### src/rtl/mem_copy_if.sv
// picorv32-style native memory bus between the copy engine (master) and a memory responder (slave).
interface mem_copy_if;
  logic        mem_valid;
  logic        mem_instr;
  logic        mem_ready;
  logic [31:0] mem_addr;
  logic [31:0] mem_wdata;
  logic [3:0]  mem_wstrb;
  logic [31:0] mem_rdata;

  modport master (
    output mem_valid, mem_instr, mem_addr, mem_wdata, mem_wstrb,
    input  mem_ready, mem_rdata
  );

  modport slave (
    input  mem_valid, mem_instr, mem_addr, mem_wdata, mem_wstrb,
    output mem_ready, mem_rdata
  );
endinterface

### src/rtl/mem_copy_master.sv
// Word-block copy engine on the picorv32 native bus: read src word, gap, write dst word, gap, repeat.
// Optional running checksum of read data when MEM_COPY_CHECKSUM_EN is defined.
module mem_copy_master #(
  parameter int LEN_WIDTH = 16
) (
  input  logic                 clk,
  input  logic                 resetn,
  input  logic                 start_i,
  input  logic                 abort_i,
  input  logic [31:0]          src_addr_i,
  input  logic [31:0]          dst_addr_i,
  input  logic [LEN_WIDTH-1:0] len_words_i,
  output logic                 busy_o,
  output logic                 done_o,
  output logic                 aborted_o,
  output logic [LEN_WIDTH-1:0] words_done_o,
  output logic [31:0]          checksum_o,
  mem_copy_if.master           bus
);

  typedef enum logic [2:0] {IDLE, RD, RD_GAP, WR, WR_GAP} state_t;

  state_t               state_q, state_d;
  logic [31:0]          src_q, src_d;
  logic [31:0]          dst_q, dst_d;
  logic [31:0]          data_q, data_d;
  logic [LEN_WIDTH-1:0] len_q, len_d;
  logic [LEN_WIDTH-1:0] words_q, words_d;
  logic                 done_q, done_d;
  logic                 aborted_q, aborted_d;
  logic                 valid;
  logic                 last;
  logic                 accept;

  // Bus outputs decode from registered state only, so they cannot glitch while mem_valid is high.
  assign valid          = (state_q == RD) || (state_q == WR);
  assign bus.mem_valid  = valid;
  assign bus.mem_instr  = 1'b0;
  assign bus.mem_addr   = (state_q == RD) ? src_q : ((state_q == WR) ? dst_q : 32'h0);
  assign bus.mem_wdata  = (state_q == WR) ? data_q : 32'h0;
  assign bus.mem_wstrb  = (state_q == WR) ? 4'b1111 : 4'b0000;

  assign last   = (words_q + LEN_WIDTH'(1)) == len_q;
  assign accept = (state_q == IDLE) && start_i && (len_words_i != '0);

  assign busy_o       = (state_q != IDLE);
  assign done_o       = done_q;
  assign aborted_o    = aborted_q;
  assign words_done_o = words_q;

  always_comb begin
    state_d   = state_q;
    src_d     = src_q;
    dst_d     = dst_q;
    data_d    = data_q;
    len_d     = len_q;
    words_d   = words_q;
    done_d    = 1'b0;
    aborted_d = aborted_q;
    case (state_q)
      IDLE: begin
        if (start_i) begin
          if (len_words_i != '0) begin
            src_d     = src_addr_i & ~32'h3;
            dst_d     = dst_addr_i & ~32'h3;
            len_d     = len_words_i;
            words_d   = '0;
            aborted_d = 1'b0;
            state_d   = RD;
          end else begin
            done_d = 1'b1;
          end
        end
      end
      RD: begin
        if (bus.mem_ready) begin
          data_d  = bus.mem_rdata;
          state_d = RD_GAP;
        end
      end
      RD_GAP: state_d = WR;
      WR: begin
        // Abort is only honoured once the write completes, so an issued read always lands.
        if (bus.mem_ready) begin
          src_d   = src_q + 32'd4;
          dst_d   = dst_q + 32'd4;
          words_d = words_q + LEN_WIDTH'(1);
          if (last || abort_i) begin
            done_d    = 1'b1;
            aborted_d = abort_i && !last;
            state_d   = IDLE;
          end else begin
            state_d = WR_GAP;
          end
        end
      end
      WR_GAP: begin
        if (abort_i) begin
          done_d    = 1'b1;
          aborted_d = 1'b1;
          state_d   = IDLE;
        end else begin
          state_d = RD;
        end
      end
      default: state_d = IDLE;
    endcase
  end

  always_ff @(posedge clk) begin
    if (!resetn) begin
      state_q   <= IDLE;
      src_q     <= 32'h0;
      dst_q     <= 32'h0;
      data_q    <= 32'h0;
      len_q     <= '0;
      words_q   <= '0;
      done_q    <= 1'b0;
      aborted_q <= 1'b0;
    end else begin
      state_q   <= state_d;
      src_q     <= src_d;
      dst_q     <= dst_d;
      data_q    <= data_d;
      len_q     <= len_d;
      words_q   <= words_d;
      done_q    <= done_d;
      aborted_q <= aborted_d;
    end
  end

`ifdef MEM_COPY_CHECKSUM_EN
  logic [31:0] sum_q, sum_d;

  always_comb begin
    sum_d = sum_q;
    if (accept) begin
      sum_d = 32'h0;
    end else if ((state_q == RD) && bus.mem_ready) begin
      sum_d = sum_q + bus.mem_rdata;
    end
  end

  always_ff @(posedge clk) begin
    if (!resetn) begin
      sum_q <= 32'h0;
    end else begin
      sum_q <= sum_d;
    end
  end

  assign checksum_o = sum_q;
`else
  logic unused_accept;
  assign unused_accept = accept;
  assign checksum_o    = 32'h0;
`endif

endmodule

### src/flat_wrapper.sv
// flat-port wrapper written by rule: the top's interface ports become plain ports
module mem_copy_master_flat 
#(
  parameter int LEN_WIDTH = 16
)
  (clk, resetn, start_i, abort_i, src_addr_i, dst_addr_i, len_words_i, busy_o, done_o, aborted_o, words_done_o, checksum_o, bus_mem_valid, bus_mem_instr, bus_mem_addr, bus_mem_wdata, bus_mem_wstrb, bus_mem_ready, bus_mem_rdata);
  mem_copy_if bus_i ();
  input  logic clk;
  input  logic resetn;
  input  logic start_i;
  input  logic abort_i;
  input  logic [31:0] src_addr_i;
  input  logic [31:0] dst_addr_i;
  input  logic [LEN_WIDTH-1:0] len_words_i;
  output logic busy_o;
  output logic done_o;
  output logic aborted_o;
  output logic [LEN_WIDTH-1:0] words_done_o;
  output logic [31:0] checksum_o;
  output wire logic [$bits(bus_i.mem_valid)-1:0] bus_mem_valid;
  output wire logic [$bits(bus_i.mem_instr)-1:0] bus_mem_instr;
  output wire logic [$bits(bus_i.mem_addr)-1:0] bus_mem_addr;
  output wire logic [$bits(bus_i.mem_wdata)-1:0] bus_mem_wdata;
  output wire logic [$bits(bus_i.mem_wstrb)-1:0] bus_mem_wstrb;
  input wire logic [$bits(bus_i.mem_ready)-1:0] bus_mem_ready;
  input wire logic [$bits(bus_i.mem_rdata)-1:0] bus_mem_rdata;
  assign bus_mem_valid = bus_i.mem_valid;
  assign bus_mem_instr = bus_i.mem_instr;
  assign bus_mem_addr = bus_i.mem_addr;
  assign bus_mem_wdata = bus_i.mem_wdata;
  assign bus_mem_wstrb = bus_i.mem_wstrb;
  assign bus_i.mem_ready = bus_mem_ready;
  assign bus_i.mem_rdata = bus_mem_rdata;
  mem_copy_master #(.LEN_WIDTH(LEN_WIDTH)) u_core (.clk(clk), .resetn(resetn), .start_i(start_i), .abort_i(abort_i), .src_addr_i(src_addr_i), .dst_addr_i(dst_addr_i), .len_words_i(len_words_i), .busy_o(busy_o), .done_o(done_o), .aborted_o(aborted_o), .words_done_o(words_done_o), .checksum_o(checksum_o), .bus(bus_i));
endmodule
### config.mk
export PLATFORM = sky130hd
export DESIGN_NAME = mem_copy_master_flat
export DESIGN_NICKNAME = d
export VERILOG_FILES = /design/src/rtl/mem_copy_if.sv /design/src/rtl/mem_copy_master.sv /design/src/flat_wrapper.sv
export SDC_FILE = /design/constraint.sdc
export NUM_CORES = 1
export LEC_CHECK = 0
export BUFFER_PORTS_ARGS = -buffer_cell sky130_fd_sc_hd__buf_2
export CORE_ASPECT_RATIO = 1.2
export CORE_MARGIN = 5
export CORE_UTILIZATION = 30
export CTS_BUF_LIST = sky130_fd_sc_hd__clkbuf_4
export DETAILED_ROUTE_END_ITERATION = 10
export SLEW_MARGIN = 10
export SYNTH_ARGS = -nofsm -noshare
export SYNTH_HDL_FRONTEND = slang
export SYNTH_SLANG_ARGS = --single-unit
### constraint.sdc
create_clock -name clk -period 4.5 [get_ports clk]
set_input_delay 0.45 -clock clk [delete_from_list [all_inputs] [get_ports clk]]
set_output_delay 0.45 -clock clk [all_outputs]
set_load 0.02 [all_outputs]
; Yosys cells after proc, flatten, opt, wreduce, memory -nomap -nowiden
; Index checks and enable logic that the tools add are counted.
[op_classes]
n_addsub = 3
mul = 0
n_div = 0
magnitude_cmp = 0
n_eq_ne = 11
shift = 0
muxes = 35
bitwise_logic = 0
reduce_logical = 14
[ops]
columns = cell, count
row1 = $mux W32, 9
row2 = $pmux W32 S2, 2
row3 = $add A32 B3 Y32 const B, 2
row4 = $mux W16, 3
row5 = $pmux W16 S2, 1
row6 = $add A16 B1 Y16 const B, 1
row7 = $eq A16 B16 Y1, 1
row8 = $reduce_bool A16 Y1, 1
row9 = $mux W3, 5
row10 = $pmux W3 S5, 1
row11 = $ne A2 B2 Y1 const B, 6
row12 = $mux W1, 11
row13 = $reduce_and A4 Y1, 2
row14 = $eq A3 B2 Y1 const B, 2
row15 = $pmux W1 S3, 2
row16 = $reduce_and A6 Y1, 1
row17 = $reduce_bool A3 Y1, 2
row18 = $mux W4, 1
row19 = $eq A3 B1 Y1 const B, 1
row20 = $eq A3 B3 Y1 const B, 1
row21 = $logic_not A3 Y1, 1
row22 = $reduce_and A3 Y1, 1
row23 = $logic_or A1 B1 Y1, 2
row24 = $reduce_and A2 Y1, 1
row25 = 3 further kinds, 3
[word_totals]
reg_bits = 133
latchBits = 0
ramBits = 0
romBits = 0
in_bits = 117
out_inout_bits = 121
word_cells = 71
n_memories = 0

; Longest topological paths before layout
; Gate-level depths: netlist of the first run.
[depth]
depth_word = 7
ltp_mapped = 10
mapped_depth_nobuf = 8

; Least setup slack after synthesis of the first run
; Ideal clock, no wire load.
[synth_path]
path_type = register to register
from = reg u_core.words_q[0] (netlist: u_core.words_done_o[0])
to = reg u_core.done_q (netlist: u_core.done_o)
setup_time_ns = 0.122
arrival_time_ns = 2.219
required_ns = 4.378
path_slack_ns = 2.159
path_stages_with_launch = 9
path_buffers = 1
synth_period_minus_slack_ns = 2.341
cell_sequence = dfxtp_1 > ha_1 > buf_2 > nand3_2 > or3_1 > a22o_1 > nor2_1 > nor4b_4 > o311a_1
[synth_between]
elab_chain_cells = 6
[synth_lines]
columns = element, line_no
row1 = start: declaration, mem_copy_master.sv:28  ; logic [LEN_WIDTH-1:0] words_q, words_d;
row2 = start signal: assignment, mem_copy_master.sv:126  ; words_q <= words_d;
row3 = $add A16 B1 Y16, mem_copy_master.sv:43  ; assign last = (words_q + LEN_WIDTH'(1)) == len_q;
row4 = $eq A16 B16 Y1, mem_copy_master.sv:43
row5 = $logic_or A1 B1 Y1, mem_copy_master.sv:88  ; if (last || abort_i) begin
row6 = $mux W1, mem_copy_master.sv:88
row7 = $mux W1, mem_copy_master.sv:84  ; if (bus.mem_ready) begin
row8 = $pmux W1 S3, mem_copy_master.sv:60  ; case (state_q)
row9 = end signal: assignment, mem_copy_master.sv:127  ; done_q <= done_d;
row10 = end: declaration, mem_copy_master.sv:29  ; logic done_q, done_d;
; No other way between the ends.
; A chain may end at the register's enable or synchronous reset.

; Worst setup path in the final report of the first run
[layout_path]
from = reg u_core.state_q[2]
to = out bus_mem_wstrb[0]
[layout_between]
elab_chain_cells = 2
[layout_lines]
columns = element, line_no
row1 = start: declaration, mem_copy_master.sv:23  ; state_t state_q, state_d;
row2 = start signal: assignment, mem_copy_master.sv:121  ; state_q <= state_d;
row3 = $eq A3 B2 Y1, mem_copy_master.sv:41  ; assign bus.mem_wstrb = (state_q == WR) ? 4'b1111 : 4'b0000;
row4 = $mux W4, mem_copy_master.sv:41
row5 = end: declaration, flat_wrapper.sv:24  ; output wire logic [$bits(bus_i.mem_wstrb)-1:0] bus_mem_wstrb;
; No other way between the ends.

==> results_dict.tcl, run 1 <==
set metrics [dict create \
    comb_power_share 0.193 \
    numClockSinks 129 \
    cts_resized 0 \
    slew_violations 0 \
    setup_viol_count_final 0 \
    place_hpwl_mm 18.1 \
    grt_pass1_vias 7610 \
    rsz0062_at_grt "no" \
    grt_max_degree 74 \
    critPathLaunchType "flip-flop" \
    ys_warn_count 0 \
    clk_latency_ns 0.55 \
    fmax_ghz 0.270 \
    peakVddDrop_mv 0.121 \
    synthToLayoutAreaGrowth_pct 17.0 \
    cts_root_buf "clkbuf_4" \
    port_buffers 198 \
    grt_first_pass_wirelength_mm 40.9 \
    synth_area_mm2 0.00790 \
    die_h_um 188 \
    worstSetupPathType "reg -> out" \
    track_usage 0.170 \
    synth_flop_cell "dfxtp_1" \
    design_area_mm2 0.00924 \
    start_util 0.302 \
    drt_iter0_drc 504 \
    placed_area_mm2 0.00893 \
    min_path_type "in -> reg" \
    drt-total-wl_mm 25.8 \
    synth-seq-cells 129 \
    hold_start "bus_mem_rdata[11]" \
    top_usage_layer "met2" \
    drive_gt1_frac 0.223 \
    hold_buffers 0 \
    cp_max_fo 46 \
    fin_setup_tns_ns 0 \
    grt_use_met1 0.216 \
    numCtsBuffers 17 \
    detail-route-antenna-nets 0 \
    grt_use_met2 0.284 \
    antenna_found_initial 2 \
    core_mm2 0.0261 \
    grt_overflow_total 0 \
    tightest_slew_ns 1.06 \
    critPathRequiredTime_ns 4.05 \
    cpMaxStageDelayCell "inv_2" \
    seq_power_share 0.483 \
    firstDrtPassIters 5 \
    place_congestion 0.844 \
    post_cts_buffers 0 \
    layout_commonest_cell "buf_2" \
    finalCriticalPeriod_ns 3.71 \
    nNetsFinal 1314 \
    reg2reg_from "u_core.state_q[2]" \
    critPathTopFamily "buffers and inverters" \
    crit_path_end_kind "primary output" \
    cts.reportedPaths.clkPinSlew_ns 0.14 \
    switching_share 0.337 \
    period_share 0.824 \
    finalClockSkew_ns 0.0382 \
    mostFrequentLayoutCells "buf_2, nor2_1, dfxtp_1" \
    status "finished clean" \
    syn-instance-count 1050 \
    routed_via_density 5.23 \
    worstPathArrival_ns 3.26 \
    p_int_w 0.00182 \
    cpPeakStageDelay_ns 0.52 \
    seq_area_frac_synth 0.327 \
    p_switching_w 0.000927 \
    wl_per_cell_um 16.7 \
    ios 238 \
    yosysUniqueCellTypes 72 \
    ctsLongestPathBuffers 2 \
    rows 65 \
    path_cells "nand2b_1 -> buf_4 -> inv_2 -> nand2_4 -> inv_2 -> buf_4 -> buf_2" \
    p_leak_nw 3.97 \
    relSlewSlack 0.293 \
    htreeDepth 4 \
    crit_start "u_core.state_q[2]" \
    worst-path-buf-inv 5 \
    hold_viol_final 0 \
    vias 8073 \
    synth_edf_count 0 \
    power_frac_clock 0.323 \
    die_w_um 158 \
    dieArea_mm2 0.0297 \
    async_flop_share 0 \
    cts_tree "built" \
    met3_usage 0.0321 \
    drt_drc_violations_left 0 \
    cap_violations 0 \
    syn_area_per_cell_um2 7.52 \
    p_per_area_mw_per_mm2 298 \
]
==> synthesized netlist by cell type (all sizes together) (3+ instances only) <==
cell / count / area [µm²]
o221a: 4 / 45.0
ha: 3 / 37.5
a32o: 3 / 30.0
inv: 13 / 48.8
o22ai: 9 / 56.3
o31ai: 8 / 60.1
o21ai: 65 / 325
and2: 10 / 62.6
a2bb2oi: 4 / 35.0
nand3: 38 / 213
o41ai: 3 / 26.3
o2bb2ai: 3 / 26.3
a22o: 7 / 61.3
or3: 9 / 56.3
a311oi: 5 / 43.8
nand2b: 4 / 25.0
o211ai: 3 / 22.5
and3: 48 / 300
nor4: 15 / 130
clkbuf: 47 / 176
a21oi: 99 / 495
nand2: 126 / 475
a31o: 3 / 26.3
nand3b: 5 / 37.5
a21o: 4 / 30.0
xnor2: 15 / 131
dfxtp: 129 / 2580
xor2: 8 / 70.1
nor3b: 4 / 30.0
a31oi: 11 / 68.8
a211oi: 17 / 133
nand4: 15 / 121
buf: 74 / 467
nor3: 22 / 146
a22oi: 13 / 97.6
nor2: 132 / 495
mux2i: 47 / 470
==> per-layer routing <==
metal | wire length, µm | part of all wire | vias to the layer above
met5 | 7 | 0.00027 | -
met4 | 601 | 0.023 | 2
met3 | 1640 | 0.064 | 45
met2 | 12600 | 0.49 | 259
met1 | 10900 | 0.42 | 3777
li1 | - | - | 3990
==> path summary, 6_finish.rpt <==
check,cells past startpoint,slack (ns),end
worst max-delay path,7,0.79,bus_mem_wstrb[0]
worst min-delay path,3,0.13,u_core.data_q[11]
worst max register to register,8,1.33,u_core.src_q[27]
worst min register to register,2,0.46,u_core.data_q[20]
==> tightest hold or removal path, stage by stage <==
cell	delay (ns)
buf_2	0.10
nand2_1	0.04
a21oi_1	0.05
==> sequential cells by signal, summed over array words and instances, names as in the netlist <==
signal,cells
u_core.data_q,32
u_core.dst_q,30
u_core.src_q,30
u_core.len_q,16
u_core.words_done_o,16
u_core.state_q,3
u_core.aborted_o,1
u_core.done_o,1
==> metrics by stage <==
step	hold slack (ns)	worst slack (ns)	cells	power, W	util
final	0.127	0.791	1545	0.00275	0.354
after global routing	0.0640	0.530	1545	0.00291	0.354
after CTS	0.0511	0.749	1542	0.00279	0.354
after detailed placement	0.443	1.36	1510	0.00189	0.342
after global placement	0.438	1.35	1510	0.00188	0.342
after floorplan	0.432	2.16	1084	0.00172	-
==> layout make-up <==
type	count	area, µm²
timing repair buffer	212	1100
tap	335	419
clock inverter	15	180
clock buffer	17	128
fill	2810	16900
inverter	13	50.0
antenna	3	7.51
multi-input combinational	821	4770
sequential	129	2590
==> power by group through the flow <==
stage	registers (W)	clock network [W]	logic, W
after floorplan	0.00130	0	0.000421
after global placement	0.00135	0	0.000528
after detailed placement	0.00135	0	0.000534
after CTS	0.00133	0.000926	0.000536
after global routing	0.00134	0.000973	0.000595
final	0.00133	0.000889	0.000532
==> cell families after synthesis <==
kind of cell	synth area share
and+or+nand+nor	0.278
AOI/OAI and AO/OA	0.217
buffers and inverters	0.0876
DFF	0.327
muxes	0.0596
xor gates and xnor gates	0.0255
adders and majority gates	0.00475
other	0.000475
Note: power is estimated with default switching activity, not from simulation.
==> run 2, diff against run 1 <==
--- a/config.mk
+++ b/config.mk
@@ -5,6 +5,7 @@
 export SDC_FILE = /design/constraint.sdc
 export NUM_CORES = 1
 export LEC_CHECK = 0
+export ABC_AREA = 1
 export BUFFER_PORTS_ARGS = -buffer_cell sky130_fd_sc_hd__buf_2
 export CORE_ASPECT_RATIO = 1.2
 export CORE_MARGIN = 5
==> constraint.sdc (replaced) <==
create_clock -name clk -period 3.1 [get_ports clk]
set_input_delay 0.31 -clock clk [delete_from_list [all_inputs] [get_ports clk]]
set_output_delay 0.31 -clock clk [all_outputs]
set_load 0.02 [all_outputs]
==> results_dict.tcl, run 2 <==
set metrics [dict create \
    status "finished clean" \
    synth_edf_count 0 \
    tightest_slew_ns 0.819 \
    track_usage 0.179 \
    layout.cells.non_filler 1798 \
    fmax_ghz 0.348 \
    grt_pass1_vias 8300 \
    min_path_type "in -> reg" \
    ctsLongestPathBuffers 2 \
    numCtsBuffers 17 \
    critPathRequiredTime_ns 2.79 \
    synth_top_cell_by_area "dfxtp_1" \
    synth_area_mm2 0.00794 \
    routed_via_density 4.89 \
    pre_cts_slack_ns 0.728 \
    htreeDepth 4 \
    detail-route-antenna-nets 0 \
    drt-total-wl_mm 27.2 \
    drive_gt1_frac 0.193 \
    cp_max_fo 72 \
    hold-path-cell-count 3 \
    worstSetupPathType "reg -> out" \
    place_congestion 0.859 \
    grt_overflow_total 0 \
    grt_first_pass_wirelength_mm 42.8 \
    setup_viol_count_final 0 \
    cpMostUsedCell "nand2_1" \
    nFillCells 2916 \
    synthToLayoutAreaGrowth_pct 23.7 \
    p_per_area_mw_per_mm2 418 \
    synth.top_cell.area_share 0.325 \
    synth_flop_cell "dfxtp_1" \
    place_hpwl_mm 19.4 \
    slew_violations 0 \
    largest_register_ff_count 32 \
    path_cells "nand2_1 -> nor2_4 -> buf_4 -> nand2_1 -> o21ai_0 -> buf_2" \
    finalCriticalPeriod_ns 2.87 \
    ys_top_cells_by_count "nand2_1, inv_1, dfxtp_1" \
    worstPathArrival_ns 2.56 \
    drt_iter0_drc 535 \
    syn-instance-count 1238 \
    drt_drc_violations_left 0 \
    fin_ws_ns 0.227 \
    clk_latency_ns 0.56 \
    die_h_um 188 \
    start_util 0.303 \
    port_buffers 198 \
    mostFrequentLayoutCells "nand2_1, buf_2, inv_1" \
    cpMaxStageDelayCell "buf_4" \
    yosysUniqueCellTypes 49 \
    core_mm2 0.0262 \
    numClockSinks 129 \
    syn_area_per_cell_um2 6.42 \
    crit_cells 6 \
    peakVddDrop_mv 0.227 \
    hold_viol_final 0 \
    seq_area_frac_synth 0.325 \
    holdWs_ns 0.0629 \
    rr_worst_depth 9 \
    period_share 0.927 \
    critPathTopFamily "buffers and inverters" \
    layout_commonest_cell "nand2_1" \
    worst-path-buf-inv 2 \
    dieArea_mm2 0.0298 \
    wl_per_cell_um 15.1 \
    cpPeakStageDelay_ns 0.59 \
    antenna_found_initial 3 \
    rows 65 \
    placedCellCount 1717 \
    rsz0062_at_grt "no" \
    p_leak_nw 4.20 \
    cap_violations 0 \
    cts_tree "built" \
    largest-register "u_core.data_q" \
    ys_warn_count 0 \
    ios 238 \
    crit_path_end_kind "primary output" \
    synth.most_common_cell "nand2_1" \
    die_w_um 159 \
    critPathLaunchType "flip-flop" \
    cts.reportedPaths.clkPinSlew_ns 0.11 \
    fin_setup_tns_ns 0 \
    cts_root_buf "clkbuf_4" \
    relSlewSlack 0.454 \
    finalClockSkew_ns 0.0305 \
    vias 8798 \
    firstDrtPassIters 5 \
    async_flop_share 0 \
    top_regs "u_core.data_q: 32 flops, u_core.dst_q: 30 flops, u_core.src_q: 30 flops" \
    synth-seq-cells 129 \
    grt_max_degree 118 \
    nNetsFinal 1568 \
    synth_area_leaders "dfxtp_1, nand2_1, o21ai_0" \
]
-- run 2: cell types whose count changed in the layout (fill, tap and decap cells not counted), sizes merged, moves of 12 or more --
| cell | change |
|---|---|
| inv | +135 |
| and3 | -48 |
| dlygate4sd3 | +47 |
| o21ai | +58 |
| a22oi | -13 |
| mux2i | -47 |
| o22ai | +12 |
| nand3 | +47 |
| a211oi | -16 |
| nand2 | +131 |
| xnor2 | -14 |
-- run 2: per-stage QoR --
| stage | power (W) | instance area [µm²] | util |
|---|---|---|---|
| 2_1_floorplan | 0.00261 | 8070 | - |
| 3_3_place_gp | 0.00287 | 9070 | 0.346 |
| 3_5_place_dp | 0.00289 | 9070 | 0.346 |
| 4_1_cts | 0.00416 | 9820 | 0.375 |
| 5_1_grt | 0.00438 | 9820 | 0.375 |
| 6_report | 0.00411 | 9830 | 0.375 |
-- run 2: area by class of cell --
class | instances | area (µm²) | share of cell area
diodes | 5 | 12.5 | 0.00127
clock buffers | 21 | 158 | 0.0160
clock inverters | 8 | 115 | 0.0117
inverters | 154 | 579 | 0.0589
multi-input cells | 889 | 4370 | 0.445
flip-flops and latches | 129 | 2580 | 0.263
well taps | 335 | 419 | 0.0426
repair buffers | 257 | 1590 | 0.162
-- run 2: kinds of logic after synthesis --
kind of cell,after synthesis,share of synthesized area
buffers and inverters,254,0.140
DFF,129,0.325
AOI/OAI and AO/OA,304,0.212
adders and majority gates,3,0.00473
xor gates and xnor gates,14,0.0172
other,1,0.000472
and+or+nand+nor,533,0.300
-- run 2: where the power goes --
| group | switching [W] | internal [W] |
|---|---|---|
| clock | 0.000631 | 0.000574 |
| sequential | 0.000140 | 0.00181 |
| combinational | 0.000610 | 0.000339 |
| total | 0.00138 | 0.00273 |
-- run 2: layer usage --
metal  routed length [µm]  GRT usage  part of all wire
met1                11600      0.229              0.43
met2                13300      0.300              0.49
met3                 1760     0.0384             0.065
met4                  543     0.0555             0.020
met5                    0          0                 0
-- run 2: worst reg2reg max path, cell delays in order (launching register included) --
cell and delay, ns:
dfxtp_1 0.37, nor2_1 0.23, inv_1 0.09, nor2_1 0.17, nand3_1 0.14, nand2_2 0.10
buf_4 0.60, o21ai_0 0.35, o21ai_0 0.22, a21oi_1 0.06
-- run 2: repair_timing --
item	CTS	global route
resized for setup	0	0
buffers inserted	0	0
hold buffers	47	0
endpoints found under the hold margin	47	0
-- run 2: path summary, 6_finish.rpt --
| path | slack (ns) | startpoint | to |
|---|---|---|---|
| setup / recovery | 0.23 | u_core.state_q[1] | bus_mem_addr[17] |
| hold / removal | 0.06 | bus_mem_rdata[31] | u_core.data_q[31] |
| setup reg to reg | 0.70 | u_core.state_q[1] | u_core.src_q[7] |
| hold reg to reg | 0.46 | u_core.data_q[7] | u_core.data_q[7] |
==> run 3, diff against run 2 <==
--- a/config.mk
+++ b/config.mk
@@ -8,7 +8,6 @@
 export ABC_AREA = 1
 export BUFFER_PORTS_ARGS = -buffer_cell sky130_fd_sc_hd__buf_2
 export CORE_ASPECT_RATIO = 1.2
-export CORE_MARGIN = 5
 export CORE_UTILIZATION = 30
 export CTS_BUF_LIST = sky130_fd_sc_hd__clkbuf_4
 export DETAILED_ROUTE_END_ITERATION = 10
==> results_dict.tcl, run 3 (synthesized netlist as in run 2, its figures left out) <==
set metrics [dict create \
    finalClockSkew_ns 0.0330 \
    drt_drc_violations_left 0 \
    hold_viol_final 0 \
    power_frac_clock 0.297 \
    placedCellCount 1712 \
    nNetsFinal 1556 \
    die_h_um 180 \
    cp_max_fo 72 \
    pre_cts_slack_ns 0.712 \
    clk_latency_ns 0.56 \
    place_congestion 0.903 \
    start_util 0.308 \
    setup_viol_count_final 0 \
    hold-path-cell-count 3 \
    rsz0062_at_grt "no" \
    fin_setup_tns_ns 0 \
    hold_start "bus_mem_rdata[17]" \
    cts.reportedPaths.clkPinSlew_ns 0.13 \
    cts_tree "built" \
    fmax_ghz 0.364 \
    crit_path_end_kind "primary output" \
    finalCriticalPeriod_ns 2.74 \
    place_hpwl_mm 18.4 \
    htreeDepth 4 \
    antenna_found_initial 5 \
    numCtsBuffers 17 \
    status "finished clean" \
    cts_resized 0 \
    ios 238 \
    min_path_type "in -> reg" \
    port_buffers 198 \
    largest-register "u_core.data_q" \
    ctsLongestPathBuffers 2 \
    regToRegEndpoint "u_core.src_q[7]" \
    worstSetupPathType "reg -> out" \
    layout.cells.non_filler 1785 \
    p_switching_w 0.00146 \
    core_mm2 0.0258 \
    reg2reg_from "u_core.state_q[1]" \
    hold_buffers 35 \
    rows 64 \
    track_usage 0.188 \
    largest_register_ff_count 32 \
    period_share 0.885 \
    switching_share 0.358 \
    p_int_w 0.00263 \
    slew_violations 0 \
    critPathLaunchType "flip-flop" \
    p_leak_nw 4.14 \
    relSlewSlack 0.420 \
    drive_gt1_frac 0.198 \
    drt_iter0_drc 485 \
    rr_worst_depth 11 \
    grt_first_pass_wirelength_mm 40.2 \
    grt_overflow_total 0 \
    vias 8724 \
    wl_per_cell_um 14.3 \
    fin_ws_ns 0.355 \
    synthToLayoutAreaGrowth_pct 22.4 \
    numClockSinks 129 \
    routed_via_density 4.89 \
    hold_end "u_core.data_q[17]" \
    r2r_slack_ns 0.68 \
    dieArea_mm2 0.0271 \
    layout_commonest_cell "nand2_1" \
    post_cts_buffers 0 \
    drt-total-wl_mm 25.6 \
    tightest_slew_ns 0.870 \
    cts_root_buf "clkbuf_4" \
    cap_violations 0 \
    seq_power_share 0.477 \
    grt_pass1_vias 7869 \
    critPathRequiredTime_ns 2.79 \
    comb_power_share 0.226 \
    final_core_util 0.377 \
    firstDrtPassIters 5 \
    peakVddDrop_mv 0.167 \
    worstPathArrival_ns 2.43 \
    detail-route-antenna-nets 0 \
    nFillCells 2871 \
    top_regs "u_core.data_q: 32 flops, u_core.dst_q: 30 flops, u_core.src_q: 30 flops" \
    die_w_um 151 \
    grt_max_degree 118 \
    p_per_area_mw_per_mm2 421 \
    mostFrequentLayoutCells "nand2_1, buf_2, inv_1" \
]
run 3: stage by stage:
step	hold slack [ns]	instance area, µm²	total power, W
after floorplan	0.430	8070	0.00261
after global placement	0.441	9070	0.00286
after detailed placement	0.445	9070	0.00288
after CTS	0.00136	9710	0.00414
after global routing	0.00234	9720	0.00435
final	0.0563	9720	0.00409
run 3: final cells by class:
cell class,instances,area (µm²),area share
antenna,6,15.0,0.00154
clock buffer,17,128,0.0131
clock inverter,15,163,0.0167
inverter,154,579,0.0596
multi-input combinational,889,4370,0.450
sequential,129,2580,0.266
tap,330,413,0.0425
timing repair buffer,245,1470,0.151
run 3: power groups by stage:
stage	registers, W	logic, W	clock network, W
after CTS	0.00195	0.000928	0.00126
after global placement	0.00198	0.000880	0
after global routing	0.00198	0.00103	0.00134
final	0.00195	0.000924	0.00121
after floorplan	0.00195	0.000661	0
after detailed placement	0.00199	0.000889	0
run 3: layer usage:
metal / global-route usage / vias up / share of wire
li1: - / 4425 / -
met4: 0.0691 / 0 / 0.019
met1: 0.238 / 4000 / 0.44
met5: 0 / - / 0
met2: 0.311 / 269 / 0.49
met3: 0.0347 / 30 / 0.056
run 3: worst max-delay path, cell delays in order (launching register included):
cell,delay [ns]
dfxtp_1,0.42
nand2_1,0.11
nor2_4,0.10
buf_4,0.58
nand2_1,0.24
o21ai_0,0.19
buf_2,0.22
run 3: worst max-delay path by stage:
stage	startpoint	endpoint	slack (ns)	cells past startpoint
after floorplan	u_core.words_done_o[0]	u_core.aborted_o	1.10	12
after global placement	u_core.state_q[1]	u_core.src_q[7]	0.70	11
after detailed placement	u_core.state_q[1]	u_core.src_q[7]	0.71	11
after CTS	u_core.state_q[1]	bus_mem_addr[17]	0.27	6
after global routing	u_core.state_q[1]	bus_mem_addr[17]	0.14	6
final	u_core.state_q[1]	bus_mem_addr[17]	0.36	6
